$ cat src/rtl/mask_pkg.sv
// rtl/mask_pkg.sv - shared state encodings and default constants for the mask stage and serializer
package mask_pkg;

  typedef enum logic [1:0] {
    S_IDLE  = 2'd0,
    S_SHIFT = 2'd1,
    S_DONE  = 2'd2
  } ser_state_e;

  localparam int DEF_DATA_LEN   = 8;
  localparam int DEF_BIT_PERIOD = 4;
  localparam int DEF_MSB_FIRST  = 1;

  // One spare bit so a counter can hold its limit value without wrapping.
  function automatic int cnt_width(input int limit);
    return $clog2(limit) + 1;
  endfunction

endpackage

$ cat src/rtl/bit_timer.sv
// rtl/bit_timer.sv - counts BIT_PERIOD enabled cycles and pulses tick_o on the last one
module bit_timer
  import mask_pkg::*;
#(
  parameter int BIT_PERIOD = DEF_BIT_PERIOD
) (
  input  logic clk_i,
  input  logic rst_i,
  input  logic clr_i,
  input  logic en_i,
  output logic tick_o
);

  localparam int CNT_W = cnt_width(BIT_PERIOD);
  localparam logic [CNT_W-1:0] LAST = CNT_W'(BIT_PERIOD - 1);

  logic [CNT_W-1:0] cnt_q;

  assign tick_o = en_i && (cnt_q == LAST);

  always_ff @(posedge clk_i) begin
    if (rst_i || clr_i) begin
      cnt_q <= '0;
    end else if (en_i) begin
      if (tick_o) begin
        cnt_q <= '0;
      end else begin
        cnt_q <= cnt_q + CNT_W'(1);
      end
    end
  end

endmodule

$ cat src/rtl/mask_serializer.sv
// rtl/mask_serializer.sv - shifts a captured masked word out one bit per BIT_PERIOD cycles
module mask_serializer
  import mask_pkg::*;
#(
  parameter int DATA_LEN   = DEF_DATA_LEN,
  parameter int BIT_PERIOD = DEF_BIT_PERIOD,
  parameter int MSB_FIRST  = DEF_MSB_FIRST
) (
  input  logic                clk_i,
  input  logic                rst_i,
  input  logic                load_i,
  input  logic [DATA_LEN-1:0] data_i,
  input  logic                err_clr_i,
  output logic                ready_o,
  output logic                ser_o,
  output logic                ser_valid_o,
  output logic                done_o,
  output logic                overrun_o
);

  localparam int BCNT_W = cnt_width(DATA_LEN);
  localparam logic [BCNT_W-1:0] LAST_BIT = BCNT_W'(DATA_LEN - 1);

  ser_state_e          state_q, state_d;
  logic [DATA_LEN-1:0] shreg_q;
  logic [BCNT_W-1:0]   bit_cnt_q;
  logic                tick;
  logic                timer_en;
  logic                timer_clr;
  logic                out_bit;

  assign out_bit = (MSB_FIRST != 0) ? shreg_q[DATA_LEN-1] : shreg_q[0];

  bit_timer #(
    .BIT_PERIOD(BIT_PERIOD)
  ) u_bit_timer (
    .clk_i (clk_i),
    .rst_i (rst_i),
    .clr_i (timer_clr),
    .en_i  (timer_en),
    .tick_o(tick)
  );

  always_ff @(posedge clk_i) begin
    if (rst_i) begin
      state_q <= S_IDLE;
    end else begin
      state_q <= state_d;
    end
  end

  always_comb begin
    state_d     = state_q;
    ready_o     = 1'b0;
    ser_valid_o = 1'b0;
    done_o      = 1'b0;
    timer_en    = 1'b0;
    timer_clr   = 1'b1;
    case (state_q)
      S_IDLE: begin
        ready_o = 1'b1;
        if (load_i) begin
          state_d = S_SHIFT;
        end
      end
      S_SHIFT: begin
        ser_valid_o = 1'b1;
        timer_en    = 1'b1;
        timer_clr   = 1'b0;
        if (tick && (bit_cnt_q == LAST_BIT)) begin
          state_d = S_DONE;
        end
      end
      S_DONE: begin
        done_o  = 1'b1;
        state_d = S_IDLE;
      end
      default: state_d = S_IDLE;
    endcase
    ser_o = ser_valid_o & out_bit;
  end

  always_ff @(posedge clk_i) begin
    if (rst_i) begin
      shreg_q   <= '0;
      bit_cnt_q <= '0;
    end else if ((state_q == S_IDLE) && load_i) begin
      shreg_q   <= data_i;
      bit_cnt_q <= '0;
    end else if ((state_q == S_SHIFT) && tick) begin
      bit_cnt_q <= bit_cnt_q + BCNT_W'(1);
      shreg_q   <= (MSB_FIRST != 0) ? (shreg_q << 1) : (shreg_q >> 1);
    end
  end

  // A late load sets the flag even when a clear arrives in the same cycle.
  always_ff @(posedge clk_i) begin
    if (rst_i) begin
      overrun_o <= 1'b0;
    end else if (load_i && (state_q != S_IDLE)) begin
      overrun_o <= 1'b1;
    end else if (err_clr_i) begin
      overrun_o <= 1'b0;
    end
  end

endmodule
$ cat config.mk
export PLATFORM = sky130hd
export DESIGN_NAME = mask_serializer
export DESIGN_NICKNAME = d
export VERILOG_FILES = /design/src/rtl/mask_pkg.sv /design/src/rtl/bit_timer.sv /design/src/rtl/mask_serializer.sv
export SDC_FILE = /design/constraint.sdc
export NUM_CORES = 1
export LEC_CHECK = 0
export CAP_MARGIN = 10
export CORE_MARGIN = 2
export CORE_UTILIZATION = 47
export CTS_CLUSTER_SIZE = 14
export DETAILED_ROUTE_END_ITERATION = 8
export MAX_ROUTING_LAYER = met4
export PLACE_DENSITY = 0.75
export SLEW_MARGIN = 20
export SYNTH_ARGS = -nofsm -noshare
export SYNTH_HDL_FRONTEND = slang
export SYNTH_SLANG_ARGS = --single-unit
$ cat constraint.sdc
create_clock -name clk_i -period 1.7 [get_ports clk_i]
set_input_delay 0.51 -clock clk_i [delete_from_list [all_inputs] [get_ports clk_i]]
set_output_delay 0.51 -clock clk_i [all_outputs]
set_load 0.02 [all_outputs]
### Word level (Yosys, flattened, before mapping)

Cells that the tools add are included.

| word-level totals | value |
|---|---|
| latch bits | 0 |
| logic and storage cells | 38 |
| bits in read-only memories | 0 |
| bits in writable memories | 0 |
| register bits after elaboration | 18 |
| output and inout bits | 5 |
| memories kept | 0 |
| input port bits | 12 |

| operators by class | value |
|---|---|
| divide/modulo/power cells | 0 |
| mux-type cells | 12 |
| bitwise operators | 1 |
| multiply operators | 0 |
| shifts and indexed selects | 0 |
| add/subtract/negate cells | 2 |
| reductions and logical operators | 12 |
| eq/ne operators | 6 |
| $lt $le $gt $ge | 0 |

Operators with widths:

| cell | count |
|---|---|
| 2-to-1 mux 8 bit | 2 |
| 2-to-1 mux 1 bit | 6 |
| nonzero test 2 bit | 3 |
| logical AND 1 bit | 5 |
| adder 4 x 1 -> 4 bit, second input constant | 1 |
| == test 4 x 3 -> 1 bit, second input constant | 1 |
| 2-to-1 mux 2 bit | 2 |
| != test 2 bit, second input constant | 2 |
| case mux 2 bit (2 select lines) | 1 |
| adder 3 x 1 -> 3 bit, second input constant | 1 |
| == test 3 x 2 -> 1 bit, second input constant | 1 |
| 2-to-1 mux 3 bit | 1 |
| == test 2 x 1 -> 1 bit, second input constant | 1 |
| == test 2 bit, second input constant | 1 |
| logical NOT 2 bit | 1 |
| AND reduction 2 bit | 1 |
| OR reduction 2 bit | 1 |
| AND 1 bit | 1 |
| logical OR 1 bit | 1 |

### Depth between registers and ports, before layout

| depth | value |
|---|---|
| depth after elaboration | 6 |
| depth in mapped cells | 5 |
| gate-level depth less buffers | 4 |

### Modules after synthesis

From an unflattened synthesis, not the netlist that was laid out.

| unflattened totals | value |
|---|---|
| cell total of the unflattened synthesis | 87 |
| area, all modules | 805.8 µm² |

By module, submodules not included:

| module | cells an instance | area each (µm²) | times used |
|---|---|---|---|
| mask_serializer | 73 | 673.1 | 1 |
| bit_timer | 14 | 132.6 | 1 |

### Least setup slack after synthesis

No wires, ideal clock.

| path | value |
|---|---|
| path kind | register -> output |
| from | register state_q[0] |
| to | output ser_o |
| stages on the path, launching flop included | 3 |
| setup slack | 0.204 ns |
| arrival time | 0.986 ns |
| cell sequence | dfxtp_1 -> nor2b_2 -> and2_1 |

| between the ends | value |
|---|---|
| word-level cells in the longest chain between the ends | 3 |

Ends and longest elaborated chain:

| what | line | text |
|---|---|---|
| from (decl) | mask_serializer.sv:24 | `ser_state_e state_q, state_d;` |
| from (signal assigned) | mask_serializer.sv:48 | `state_q <= state_d;` |
| == test 2 x 1 -> 1 bit | mask_serializer.sv:59 | `case (state_q)` |
| 2-to-1 mux 1 bit | mask_serializer.sv:59 |  |
| net ser_valid_o | mask_serializer.sv:16 | `output logic ser_valid_o,` |
| AND 1 bit | mask_serializer.sv:80 | `ser_o = ser_valid_o & out_bit;` |
| to (decl) | mask_serializer.sv:15 | `output logic ser_o,` |

The timed path passes the listed nets, and every way through them passes these cells.

### Worst setup path after layout

| path | value |
|---|---|
| from | register state_q[0] |
| to | output done_o |

| between the ends | value |
|---|---|
| word-level cells in the longest chain between the ends | 2 |

Ends and longest elaborated chain:

| what | line | text |
|---|---|---|
| == test 2 bit | mask_serializer.sv:59 |  |
| 2-to-1 mux 1 bit | mask_serializer.sv:59 |  |
| to (decl) | mask_serializer.sv:17 | `output logic done_o,` |

Every way passes these cells.

==> run_results.csv <==
group,metric,value,unit
outcome,status,"finished, final reports clean",
routing,wl,1.48,mm
worst_setup_path,reg2reg_from,"state_q[1]$_SDFFE_PP0P_",
worst_setup_path,worst_r2r_endpoint,"bit_cnt_q[3]$_SDFFE_PP0P_",
global_routing,antenna_found_initial,0,
timing,finalSetupViolCount,0,
logic_synthesis,ys_ff_latch,18,
clock_tree,ctsHtreeMaxLevel,1,
power,p_leak,0.398,nW
worst_hold_path,min_path_type,"reg2reg",
logic_synthesis,syn_area_per_cell,9.42,um2
logic_synthesis,ys_warn_count,0,
clock_tree,numClockSinks,18,
worst_setup_path,endpoint_kind,"primary output",
logic_synthesis,synth_top_cell_by_area,"dfxtp_1",
placed_design,dp_cells,121,
timing,grt_setup_unrepaired,"false",
timing,relSlewSlack,0.771,
die,pin_count,17,
die,num_rows,14,
timing,worst_clock_skew,0.00264,ns
logic_synthesis,synth_cells,83,
finish,drive_gt1_frac,0.220,
timing,fmax,0.609,GHz
clock_tree,postCtsSetupBuffers,0,
finish,nets,124,
worst_setup_path,startpoint_type,"flop",
power,peakVddDrop,0.562,mV
routing,antenna_left,0,
finish,antennaDiodeCount,0,
routing,viasPerCell,5.43,
timing,final_max_slew_viol_count,0,
worst_setup_path,cp_data_arrival_time,1.13,ns
logic_synthesis,ys_top_cells_by_area,"dfxtp_1 (46%), a21oi_1 (6.4%), a22oi_1 (5.8%)",
clock_tree,cts_tree,"done",
timing,hold_viol,0,
global_routing,grt-ovfl-total,0,
clock_tree,cts-root-buf,"clkbuf_4",
worst_setup_path,crit_fanout,5,
worst_setup_path,cp_data_required_time,1.19,ns
die,die_h,44.8,um
die,die-area,0.00201,mm2
finish,finish.instance_area,0.00104,mm2
clock_tree,cts_buffer_depth,2,
finish,stdcell_count,125,
logic_synthesis,synth_top_area_frac,0.461,
routing,drcViolationCount,0,
power,power.total,0.840,mW
die,fp.dieW,44.8,um
flow_run,drv_cap,0,
die,start_util,0.507,
finish,area_growth,32.8,%
global_routing,grtUsageTotal,0.180,
finish,multi_input_area,392,um2
power,p_per_area,809,mW/mm2
timing,fin_worst_hold_slack,0.435,ns
routing,firstDrtPassIters,4,
clock_tree,cts_inserted_buffers,3,
global_routing,grt_max_degree,11,
worst_hold_path,whs_path_depth,1,
logic_synthesis,postSynthNetCount,97,
routing,vias,679,
logic_synthesis,syn_area,782,um2
timing,period_needed,1.64,ns
worst_hold_path,min_to,"u_bit_timer.cnt_q[0]$_SDFFE_PP0N_",
timing,worst_pin_slew,0.344,ns
finish,post-route-util,0.674,
global_routing,first_global_vias,588,
logic_synthesis,synth_cell_types,29,
placed_design,portBuffers,16,
worst_setup_path,critPathKind,"reg2out",
worst_hold_path,hold_start,"u_bit_timer.cnt_q[0]$_SDFFE_PP0N_",
routing,wl_per_cell,11.9,um
routing,initialDrtViolationCount,15,
placed_design,dp_hpwl,1.12,mm
clock_tree,worstSkewPairLatency,0.29,ns
placed_design,place_congestion,0.725,
timing,finalCritPeriodShare,0.966,
placed_design,postPlaceCellArea,0.00101,mm2
global_routing,grt_pass1_wl,2.52,mm
worst_setup_path,reg2reg_depth,4,
clock_tree,cts.clk_slew.worst_paths,0.10,ns
worst_setup_path,reg2reg_slack,0.22,ns
finish,num-fill-cells,141,
die,core_area,0.00154,mm2
logic_synthesis,ys_seq_area_frac,0.461,
finish,seqCellArea,364,um2
## worst max-delay path by stage
stage,start,endpoint,slack [ns],cells after the start
CTS,state_q[0]$_SDFFE_PP0P_,ser_valid_o,0.02,2
detailed placement,load_i,bit_cnt_q[3]$_SDFFE_PP0P_,-0.20,4
floorplan,state_q[0]$_SDFFE_PP0P_,ser_o,0.20,2
finish,state_q[0]$_SDFFE_PP0P_,done_o,0.06,3
global route,state_q[0]$_SDFFE_PP0P_,ser_valid_o,0.008,2
global placement,load_i,bit_cnt_q[0]$_SDFFE_PP0P_,-0.18,4
## kinds of logic after synthesis
logic type	Yosys count	synth area share
AOI/OAI and AO/OA	21	0.168
buffers and inverters	6	0.0448
xor gates and xnor gates	1	0.0112
adders and majority gates	2	0.0320
DFF	18	0.461
and+or+nand+nor	34	0.270
muxes	1	0.0128
## power by group
| group | leakage, nW | switching, mW | total (mW) | internal [mW] |
|---|---|---|---|---|
| combinational | 0.229 | 0.0562 | 0.128 | 0.0719 |
| sequential | 0.147 | 0.0120 | 0.454 | 0.442 |
| clock | 0.0210 | 0.128 | 0.258 | 0.131 |
| total | 0.398 | 0.196 | 0.840 | 0.644 |
## Yosys cell counts, drive strengths merged
library cell and count:
mux2i 1, a311oi 1, or3b 1, nand2 5, nand2b 4, nor2 4, o21ai 3, nand3 7
o22ai 1, a21oi 10, xnor2 1, buf 4, or3 2, and2b 1, a22oi 6, nor2b 2
inv 2, and2 1, dfxtp 18, nor3b 3, ha 2, nor3 2, nand4bb 1, nor4bb 1
## registers in the layout (all words and copies together), names as in the netlist
signal and flops:
u_bit_timer.cnt_q 3, bit_cnt_q 4, state_q 2, shreg_q 8
overrun_o 1
## placed cells by master (no fill, tap or decap)
cell type         n
inv_1             2
buf_4            10
buf_2             3
nor3_1            1
a21oi_1          10
clkdlybuf4s15_1   1
dfxtp_1          17
and2_1            1
nor2b_1           1
xnor2_1           1
nor2b_4           1
clkbuf_4          3
nor2_1            4
or3_1             2
ha_1              2
nand3_1           7
dfxtp_4           1
o21ai_0           3
nand2_1           4
or3b_1            1
clkbuf_8          1
clkdlybuf4s50_1  11
o22ai_1           1
nand4bb_1         1
nor4bb_1          1
nor3_2            1
and2b_2           1
nor3b_2           1
nand2b_1          4
a311oi_2          1
dlygate4sd2_1     1
a22oi_1           6
nor3b_1           2
mux2i_1           1
nand2_2           1
## cell type report
class	instances	area share
Multi-Input combinational cell	59	0.377
Clock buffer	4	0.0349
Timing Repair Buffer	26	0.211
Inverter	2	0.00723
Sequential cell	18	0.351
Tap cell	16	0.0193
## repair_timing
item	in CTS	in global routing
endpoints found under the hold margin	0	0
setup endpoints to repair	5	3
resized for setup	15	3
hold buffers	0	0
## layer usage
layer  wire [um]  track usage  part of all wire
met5           0            -                 0
met4          39        0.124             0.026
met1         703        0.231              0.47
met3          68       0.0240             0.046
met2         671        0.261              0.45
## per-stage QoR
step	setup TNS (ns)	setup slack [ns]
final	0	0.0586
after global routing	0	0.00783
after CTS	0	0.0166
after detailed placement	-2.21	-0.198
after global placement	-1.99	-0.182
after floorplan	0	0.204
## critical path, stage by stage, from the launching register on
cell and delay (ns):
dfxtp_4 0.37, buf_4 0.14, and2b_2 0.19, buf_2 0.15
(Power assumes the default switching activity.)
